==> src/rtl/hc595_ctrl.sv <==
// Serialises one parallel word per valid/ready handshake into a chain of 74HC595 devices.
// Optional build macro HC595_LSB_FIRST_EN: shift bit 0 first instead of bit NB-1.
module hc595_ctrl #(
    parameter int CHAIN   = 1,
    parameter int CLK_DIV = 4
) (
    input  logic                 clk,
    input  logic                 rst,
    input  logic                 in_valid,
    output logic                 in_ready,
    input  logic [8*CHAIN-1:0]   in_data,
    output logic                 ds,
    output logic                 shcp,
    output logic                 stcp,
    output logic                 oe_n,
    output logic                 busy,
    output logic                 done,
    output logic [2:0]           fsm_state
);

    localparam int NB = 8 * CHAIN;
    localparam int DW = $clog2(CLK_DIV + 1);
    localparam int BW = $clog2(NB + 1);
    localparam logic [DW-1:0] DIV_LAST = DW'(CLK_DIV - 1);
    localparam logic [BW-1:0] BIT_FULL = BW'(NB);
    localparam logic [BW-1:0] BIT_ONE  = BW'(1);

    typedef enum logic [2:0] {
        IDLE  = 3'd0,
        SH_LO = 3'd1,
        SH_HI = 3'd2,
        LATCH = 3'd3,
        FIN   = 3'd4
    } state_t;

    state_t          state, state_next;
    logic [DW-1:0]   div_cnt, div_next;
    logic [BW-1:0]   bit_cnt, bit_next;
    logic [NB-1:0]   shreg, shreg_next, shreg_shifted;
    logic            first_bit;

`ifdef HC595_LSB_FIRST_EN
    assign shreg_shifted = {1'b0, shreg[NB-1:1]};
    assign first_bit     = shreg_next[0];
`else
    assign shreg_shifted = {shreg[NB-2:0], 1'b0};
    assign first_bit     = shreg_next[NB-1];
`endif

    always_comb begin
        state_next = state;
        div_next   = div_cnt;
        bit_next   = bit_cnt;
        shreg_next = shreg;
        unique case (state)
            IDLE: begin
                if (in_valid) begin
                    state_next = SH_LO;
                    div_next   = '0;
                    bit_next   = BIT_FULL;
                    shreg_next = in_data;
                end
            end
            SH_LO: begin
                if (div_cnt == DIV_LAST) begin
                    div_next   = '0;
                    state_next = SH_HI;
                end else begin
                    div_next = div_cnt + 1'b1;
                end
            end
            SH_HI: begin
                if (div_cnt == DIV_LAST) begin
                    div_next   = '0;
                    shreg_next = shreg_shifted;
                    bit_next   = bit_cnt - 1'b1;
                    state_next = (bit_cnt == BIT_ONE) ? LATCH : SH_LO;
                end else begin
                    div_next = div_cnt + 1'b1;
                end
            end
            LATCH: begin
                if (div_cnt == DIV_LAST) begin
                    div_next   = '0;
                    state_next = FIN;
                end else begin
                    div_next = div_cnt + 1'b1;
                end
            end
            FIN:     state_next = IDLE;
            default: state_next = IDLE;
        endcase
    end

    // Pin outputs are registered from the next state so the pins never glitch on decode.
    always_ff @(posedge clk) begin
        if (rst) begin
            state    <= IDLE;
            div_cnt  <= '0;
            bit_cnt  <= '0;
            shreg    <= '0;
            in_ready <= 1'b1;
            ds       <= 1'b0;
            shcp     <= 1'b0;
            stcp     <= 1'b0;
            done     <= 1'b0;
            oe_n     <= 1'b1;
        end else begin
            state    <= state_next;
            div_cnt  <= div_next;
            bit_cnt  <= bit_next;
            shreg    <= shreg_next;
            in_ready <= (state_next == IDLE);
            ds       <= ((state_next == SH_LO) || (state_next == SH_HI)) ? first_bit : 1'b0;
            shcp     <= (state_next == SH_HI);
            stcp     <= (state_next == LATCH);
            done     <= (state_next == FIN);
            if (state == FIN) begin
                oe_n <= 1'b0;
            end
        end
    end

    assign busy      = ~in_ready;
    assign fsm_state = state;

endmodule

==> config.mk <==
export PLATFORM = sky130hd
export DESIGN_NAME = hc595_ctrl
export DESIGN_NICKNAME = d
export VERILOG_FILES = /design/src/rtl/hc595_ctrl.sv
export SDC_FILE = /design/constraint.sdc
export NUM_CORES = 1
export LEC_CHECK = 0
export CORE_ASPECT_RATIO = 1.4
export CORE_MARGIN = 5
export CORE_UTILIZATION = 40
export CTS_CLUSTER_DIAMETER = 200
export DETAILED_ROUTE_END_ITERATION = 12
export PLACE_DENSITY_LB_ADDON = 0.3
export SLEW_MARGIN = 10
export SYNTH_ARGS = -nofsm -noshare
export SYNTH_HDL_FRONTEND = slang
export SYNTH_SLANG_ARGS = --single-unit
==> constraint.sdc <==
create_clock -name clk -period 2.67 [get_ports clk]
set_clock_uncertainty 0.05 [all_clocks]
set_input_delay 0.534 -clock clk [delete_from_list [all_inputs] [get_ports clk]]
set_output_delay 0.534 -clock clk [all_outputs]
set_load 0.01 [all_outputs]
# --- Yosys cells after proc, flatten, opt, wreduce, memory -nomap -nowiden ---
# Index checks and enable logic that the tools add are counted.
word_totals:
  inputBits: 11
  output_inout_bits: 10
  register_bits: 24
op_classes:
  n_reduce_logical: 9
  mux: 15
  n_eq_ne: 12
  n_bitwise: 2
  n_addsub: 2
op_table:
  columns: ["cell", "count"]
  rows:
  - ["$mux W3", 6]
  - ["$mux W8", 2]
  - ["$pmux W8 S2", 1]
  - ["$eq A3 B2 Y1 const B", 5]
  - ["$pmux W3 S4", 1]
  - ["$mux W4", 2]
  - ["$pmux W4 S2", 1]
  - ["$eq A3 B1 Y1 const B", 2]
  - ["$eq A3 B3 Y1 const B", 2]
  - ["$logic_not A3 Y1", 2]
  - ["$pmux W3 S2", 1]
  - ["$eq A4 B1 Y1 const B", 1]
  - ["$ne A2 B2 Y1 const B", 2]
  - ["$reduce_bool A2 Y1", 2]
  - ["$sub A4 B1 Y4 const B", 1]
  - ["$add A3 B1 Y3 const B", 1]
  - ["$reduce_and A3 Y1", 1]
  - ["$reduce_or A3 Y1", 1]
  - ["$mux W2", 1]
  - ["$not A1 Y1", 2]
  - ["$reduce_and A2 Y1", 1]
  - ["$reduce_or A2 Y1", 1]
  - ["$logic_or A1 B1 Y1", 1]

# --- Logic depth before layout (Yosys ltp) ---
# Gate-level depths: netlist (run 1).
logic_depth:
  depth_word: 8
  depth_mapped: 7

# --- Worst setup path before layout (run 1) ---
# Ideal clock, no wire load.
synth_timing:
  path_type: "register -> register"
  startpoint: "reg div_cnt[0]"
  endpoint: "reg ds"
  path_stages_with_launch: 8
  required_time_ns: 2.493
  slack_ns: 1.120
  period_less_slack_ns: 1.550
  arrival_time_ns: 1.373
  path_buffers: 2
  setup_time_ns: 0.127
  path_cell_list: "dfxtp_1 ha_1 and3b_1 buf_6 and2_4 buf_6 a221oi_2 a311oi_1"
synth_via:
  elab_chain_len: 7
synth_lines:
  columns: ["item", "line_no", "source"]
  rows:
  - ["from (decl)", "37", "logic [DW-1:0] div_cnt, div_next;"]
  - ["from (signal assigned)", "110", "div_cnt <= div_next;"]
  - ["$eq A3 B2 Y1 (*)", "65, 73, 83", null]
  - ["$mux W3, on equally long branches", "83, 65, 73", null]
  - ["$pmux W3 S4", "55", "unique case (state)"]
  - ["$eq A3 B1 Y1 / $eq A3 B2 Y1 (equally long branches)", "114", "ds <= ((state_next == SH_LO) || (state_next == SH_HI)) ? first_bit : 1'b0;"]
  - ["$logic_or A1 B1 Y1", "114", null]
  - ["$not A1 Y1 (no line)", null, null]
  - ["$reduce_or A2 Y1 (no line)", null, null]
  - ["to (signal assigned)", "114", null]
  - ["to (decl)", "12", "output logic ds,"]
# Every way passes the cells marked *; elsewhere a longest branch is shown, timed or not. The select of a mux whose other input is x is not followed.
# A chain may end at the register's enable or synchronous reset.

# --- Final worst setup path (run 1) ---
layout_timing:
  startpoint: "reg state[0] (netlist: fsm_state[0])"
  endpoint: "out fsm_state[0]"
layout_rtl:
  columns: ["item", "line_no", "source"]
  rows:
  - ["from (decl)", "36", "state_t state, state_next;"]
  - ["from (signal assigned)", "109", "state <= state_next;"]
  - ["to (decl)", "18", "output logic [2:0] fsm_state"]
# No word-level cell between the ends.

==> flow_metrics.env, run 1 <==
export IMPL_status="finished clean"
export IMPL_max_cap_violations=0
export IMPL_synth_top_area_share_pct=44.8
export IMPL_grt_start_max_net_pins=18
export IMPL_clock_sinks=24
export IMPL_vias_per_cell=5.12
export IMPL_fin_area_mm2=0.00132
export IMPL_cp_slowest_cell="dfxtp_1"
export IMPL_finalPower_mw=0.641
export IMPL_cts_tree="yes"
export IMPL_wire_per_inst_um=12.9
export IMPL_cts_hold_buffers=0
export IMPL_worstSetupPathType="flip-flop to output port"
export IMPL_gr_total_overflow=0
export IMPL_required_ns=2.09
export IMPL_leakage_nw=0.490
export IMPL_fin_cells=171
export IMPL_cts_max_level=1
export IMPL_r2r_start="div_cnt[0]"
export IMPL_diodes=0
export IMPL_yosysTopAreaCell="dfxtp_1"
export IMPL_relSlewSlack_pct=65.0
export IMPL_grt_pass1_vias=871
export IMPL_insertion_delay_ns=0.31
export IMPL_placementRows=22
export IMPL_worstMarginPinSlew_ns=0.525
export IMPL_fin_nets=150
export IMPL_die_x_um=53.8
export IMPL_numCtsBuffers=3
export IMPL_gp_congestion=0.809
export IMPL_drt_wl_total_um=2210
export IMPL_worstHoldPathType="flip-flop to flip-flop"
export IMPL_start_kind="flip-flop"
export IMPL_ys_seq_area_share_pct=44.8
export IMPL_num_vias=876
export IMPL_setup_violations=0
export IMPL_share_comb_of_total_power_pct=11.6
export IMPL_rsz0062_at_grt="no"
export IMPL_grtUsageTotal_pct=12.8
export IMPL_switchingPower_mw=0.147
export IMPL_clk_path_buf_depth=2
export IMPL_cts_setup_buffers=0
export IMPL_drive_gt1_share_pct=8.15
export IMPL_worstHoldStart="shreg[5]"
export IMPL_endpoint_kind="output port"
export IMPL_grt_pass1_wl_um=3690
export IMPL_initial_core_util_pct=41.1
export IMPL_wl_met3_um=114
export IMPL_drt_iter0_markers=26
export IMPL_drc=0
export IMPL_portBuffers=20
export IMPL_cp_arrival_ns=1.60
export IMPL_antenna_found_initial=0
export IMPL_crit_start="fsm_state[0]"
export IMPL_syn_area_mm2=0.00107
export IMPL_yosys_warnings=0
export IMPL_power_density_mw_per_mm2=487
export IMPL_placedCellCount=167
export IMPL_fin_crit_ns=2.19
export IMPL_syn_mean_instance_area_um2=9.25
export IMPL_sequentialPowerShare_pct=59.6
export IMPL_finalCoreUtilization_pct=50.3
export IMPL_wl_met2_um=1140
export IMPL_die_area_mm2=0.00383
export IMPL_internal_power_mw=0.495
export IMPL_cts_root_buf="clkbuf_4"
export IMPL_pwr_share_clk_pct=28.8
export IMPL_ios=21
export IMPL_swShare_pct=22.9
export IMPL_hold_violations=0
export IMPL_yosysUniqueCellTypes=36
export IMPL_syn_to_final_growth_pct=22.6
export IMPL_core_area_mm2=0.00262
export IMPL_peakVddDrop_mv=0.310
export IMPL_postPlaceCellArea_mm2=0.00128
export IMPL_critPathMaxStageDelay_ns=0.66
export IMPL_topRoutingLayerUsed="met4"
export IMPL_synthTopCellsByArea="dfxtp_1 45%, a21oi_1 5.6%, nand2_1 4.5%"
export IMPL_path_max_fanout=16
export IMPL_dpl_hpwl_um=1620
export IMPL_drtAntennaViolNets=0
export IMPL_path_delay_family="flip-flops"
export IMPL_wl_met1_um=924
export IMPL_synth_seq_cells=24
export IMPL_fin_crit_sh_pct=81.9
export IMPL_fmax_mhz=457
export IMPL_slew_viol_final=0
export IMPL_crit_chain="clkdlybuf4s50_1"
export IMPL_crit_buf_inv=1
export IMPL_ctsResizeCount=0
export IMPL_cts_clk_slew_worst_paths_ns=0.13
export IMPL_syn_inst=116
export IMPL_fp_dieH_um=71.3
export IMPL_fin_setup_tns_ns=0
export IMPL_synthesis_nets=130
export IMPL_dr_pass1_iters=4
## power by group through the flow
stage / registers, mW / clock network [mW] / logic [mW]
2_1_floorplan: 0.387 / 0 / 0.0418
3_3_place_gp: 0.390 / 0 / 0.0740
3_5_place_dp: 0.390 / 0 / 0.0748
4_1_cts: 0.382 / 0.191 / 0.0754
5_1_grt: 0.384 / 0.213 / 0.0828
6_report: 0.382 / 0.185 / 0.0744
## area by class of cell
| cell class | instances | area [µm²] |
|---|---|---|
| fill | 230 | 1300 |
| multi-input combinational | 81 | 524 |
| sequential | 24 | 480 |
| timing repair buffer | 22 | 215 |
| tap | 36 | 45.0 |
| clock buffer | 4 | 36.3 |
| inverter | 4 | 15.0 |
## per-stage QoR
step                      setup WS, ns  hold WS [ns]
final                            0.484         0.416
after detailed placement         0.562         0.393
after global placement           0.574         0.387
after global routing             0.379         0.442
after CTS                        0.468         0.420
after floorplan                   1.12         0.386
## Yosys cell counts (all sizes together)
| cell type | number |
|---|---|
| nand2b | 1 |
| o21ai | 4 |
| nand2 | 13 |
| a2bb2oi | 1 |
| a211oi | 2 |
| nor4b | 1 |
| a22oi | 6 |
| and2 | 2 |
| a311oi | 1 |
| a2111oi | 1 |
| nand3b | 1 |
| and3 | 3 |
| a221oi | 1 |
| dfxtp | 24 |
| a21o | 1 |
| nor3 | 3 |
| nand3 | 2 |
| o21a | 1 |
| buf | 6 |
| nor2b | 3 |
| clkbuf | 1 |
| a21oi | 12 |
| nor2 | 9 |
| nor4 | 1 |
| and3b | 1 |
| ha | 3 |
| or4b | 2 |
| xor2 | 2 |
| mux2i | 3 |
| inv | 4 |
| nor3b | 1 |
## sequential cells by signal, indices dropped and copies added, names as in the netlist
signal     flops
bit_cnt        4
oe_n           1
shreg          8
stcp           1
in_ready       1
ds             1
shcp           1
done           1
fsm_state      3
div_cnt        3
## path summary, 6_finish.rpt
| path | cells past startpoint | slack, ns | endpoint |
|---|---|---|---|
| max | 1 | 0.48 | fsm_state[0] |
| min reg2reg | 2 | 0.42 | shreg[5] |
| max reg2reg | 5 | 0.95 | ds |
| min | 2 | 0.42 | shreg[5] |
## kinds of logic after synthesis
logic type,after synthesis,synth area share [%]
and+or+nand+nor,43,22.6
xor gates and xnor gates,2,1.63
AOI/OAI and AO/OA,30,18.3
muxes,3,2.80
adders and majority gates,3,3.50
DFF,24,44.8
buffers and inverters,11,6.41
## tightest hold or removal path, delay by kind of cell, from the launching register on
family / cells / cell delay, ns
AO/OA/AOI/OAI: 1 / 0.05
flip-flops: 1 / 0.33
AND/OR/NAND/NOR: 1 / 0.05
## layer usage
metal  GRT usage [%]  vias to the layer above
met4            7.67                        0
met3            2.91                        4
met2            20.9                       21
met5               0                        -
met1            14.6                      405
li1                -                      446
## cell usage in the layout (no fill, tap or decap), types with 2 or more instances in the layout
| cell type | Yosys | routed |
|---|---|---|
| a211oi_1 | 2 | 2 |
| clkdlybuf4s50_1 | 0 | 20 |
| nor2b_1 | 3 | 3 |
| and3_2 | 2 | 2 |
| nor3_1 | 3 | 3 |
| or4b_1 | 2 | 2 |
| a22oi_1 | 6 | 6 |
| nor2_1 | 9 | 9 |
| nand3_1 | 2 | 2 |
| inv_1 | 4 | 4 |
| ha_1 | 3 | 3 |
| clkbuf_4 | 0 | 3 |
| buf_4 | 1 | 2 |
| dfxtp_1 | 24 | 24 |
| nand2_1 | 13 | 13 |
| a21oi_1 | 12 | 12 |
| o21ai_0 | 4 | 4 |
| xor2_1 | 2 | 2 |
| mux2i_1 | 3 | 3 |
Power figures use the tool's default switching activity.
==> run 2: changes to the inputs <==
Clock period 2.67 ns to 1.9 ns, I/O delays scaled along.
==> run 2 against run 1 <==
Total power up 35%. Routed wire length up 2.9%. Combinational power up 51%. Setup slack worse by 0.40 ns. Global-route usage up 0.22 points. Clock-buffer cell count down 1. First-iteration DRC count up 23%. Sequential power up 40%. Via count up 1.9%. Cell count up 2.3%.
==> flow_metrics.env, run 2 (synthesized netlist as in run 1, its figures left out) <==
export IMPL_status="finished clean"
export IMPL_worstMarginPinSlew_ns=0.418
export IMPL_relSlewSlack_pct=72.1
export IMPL_worst_r2r_setup_slack_ns=0.23
export IMPL_worst_r2r_endpoint="ds"
export IMPL_regMostFlops="shreg"
export IMPL_grt_start_max_net_pins=18
export IMPL_endpoint_kind="output port"
export IMPL_initial_core_util_pct=41.1
export IMPL_fin_setup_tns_ns=0
export IMPL_fin_cells=175
export IMPL_power_density_mw_per_mm2=644
export IMPL_slew_viol_final=0
export IMPL_cp_arrival_ns=1.38
export IMPL_drtAntennaViolNets=0
export IMPL_vias_per_cell=5.10
export IMPL_r2r_start="div_cnt[0]"
export IMPL_largest_register_ffs=8
export IMPL_drt_wl_total_um=2280
export IMPL_clock_sinks=24
export IMPL_fin_area_mm2=0.00134
export IMPL_cts_clk_slew_worst_paths_ns=0.12
export IMPL_core_area_mm2=0.00262
export IMPL_placedCellCount=172
export IMPL_required_ns=1.47
export IMPL_fmax_mhz=551
export IMPL_grt_pass1_vias=887
export IMPL_setup_violations=0
export IMPL_worstSetupPathType="flip-flop to output port"
export IMPL_start_kind="flip-flop"
export IMPL_gr_total_overflow=0
export IMPL_drc=0
export IMPL_antenna_found_initial=0
export IMPL_fin_nets=155
export IMPL_die_area_mm2=0.00383
export IMPL_cts_tree="yes"
export IMPL_numCtsBuffers=3
export IMPL_gp_congestion=0.877
export IMPL_grtUsageTotal_pct=13.0
export IMPL_final_cell_mix="23 x dfxtp_1, 20 x clkdlybuf4s50_1, 13 x nand2_1, 12 x a21oi_1, 9 x nor2_1"
export IMPL_worstHoldStart="shreg[4]"
export IMPL_crit_chain="clkdlybuf4s50_1"
export IMPL_clk_path_buf_depth=2
export IMPL_hold_violations=0
export IMPL_dpl_hpwl_um=1690
export IMPL_fp_dieH_um=71.3
export IMPL_worstHoldPathType="flip-flop to flip-flop"
export IMPL_finalCoreUtilization_pct=51.3
export IMPL_syn_to_final_growth_pct=24.9
export IMPL_final_common_cell="dfxtp_1"
export IMPL_cts_hold_buffers=0
export IMPL_holdPathStages=2
export IMPL_crit_buf_inv=1
export IMPL_holdPathEnd="shreg[4]"
export IMPL_placementRows=22
export IMPL_postPlaceCellArea_mm2=0.00132
export IMPL_critPathMaxStageDelay_ns=0.59
export IMPL_grt_pass1_wl_um=3800
export IMPL_leakage_nw=0.509
export IMPL_portBuffers=20
export IMPL_dr_pass1_iters=4
export IMPL_path_delay_family="buffers and inverters"
export IMPL_largestRegisters="shreg (8), bit_cnt (4)"
export IMPL_diodes=0
export IMPL_fin_crit_sh_pct=95.5
export IMPL_cp_slowest_cell="clkdlybuf4s50_1"
export IMPL_reg2reg_depth=5
export IMPL_rsz0062_at_grt="no"
export IMPL_path_max_fanout=6
export IMPL_ios=21
export IMPL_wire_per_inst_um=13.0
export IMPL_insertion_delay_ns=0.30
export IMPL_cts_root_buf="clkbuf_4"
export IMPL_fin_crit_ns=1.81
export IMPL_num_vias=893
export IMPL_drt_iter0_markers=32
export IMPL_holdWs_ns=0.416
export IMPL_peakVddDrop_mv=0.322
export IMPL_die_x_um=53.8
export IMPL_cts_max_level=1
export IMPL_max_cap_violations=0
export IMPL_drive_gt1_share_pct=11.5
[run 2: cell types whose count changed in the layout (fill, tap and decap cells not counted), sizes merged]
cell	change
clkbuf	-1
buf	+5
[run 2: area by class of cell]
type | instances | area [µm²]
multi-input cells | 81 | 524
fillers | 258 | 1270
inverters | 4 | 15.0
well taps | 36 | 45.0
repair buffers | 27 | 253
clock buffers | 3 | 22.5
flip-flops and latches | 24 | 482
[run 2: layer usage]
layer | global-route usage, % | up-vias | part of all wire, %
met2 | 22.8 | 21 | 50
li1 | - | 454 | -
met1 | 14.5 | 414 | 42
met5 | 0 | - | 0
met3 | 2.08 | 4 | 5.1
met4 | 6.53 | 0 | 2.1
[run 2: power by group]
group | total, mW | internal [mW] | switching, mW
registers | 0.536 | 0.522 | 0.0143
clock network | 0.215 | 0.0739 | 0.141
logic | 0.112 | 0.0620 | 0.0503
total | 0.864 | 0.657 | 0.206
[run 2: repair_timing]
action                                  in CTS  in global routing
endpoints found under the setup margin       1                  0
buffers inserted                             0                  0
resized for setup                            1                  0
[run 2: worst max path at each step]
stage                 start           end  slack, ns  cells after the start
2_1_floorplan    div_cnt[0]            ds       0.35                      7
3_3_place_gp       in_valid      shreg[0]       0.07                      5
3_5_place_dp       in_valid      shreg[0]       0.07                      5
4_1_cts        fsm_state[2]  fsm_state[2]       0.07                      1
5_1_grt        fsm_state[2]  fsm_state[2]       0.03                      1
6_report       fsm_state[2]  fsm_state[2]       0.09                      1
[run 2: through the flow]
stage	power [mW]	worst slack [ns]
detailed placement	0.659	0.0749
finish	0.864	0.0862
global placement	0.656	0.0701
global route	0.907	0.0315
floorplan	0.603	0.350
CTS	0.875	0.0735
==> run 3: changes to the inputs <==
Settings changed: CTS_CLUSTER_SIZE set to 20.
==> results of run 3 <==
Final layout, timing and power as in run 2 (identical DEF).
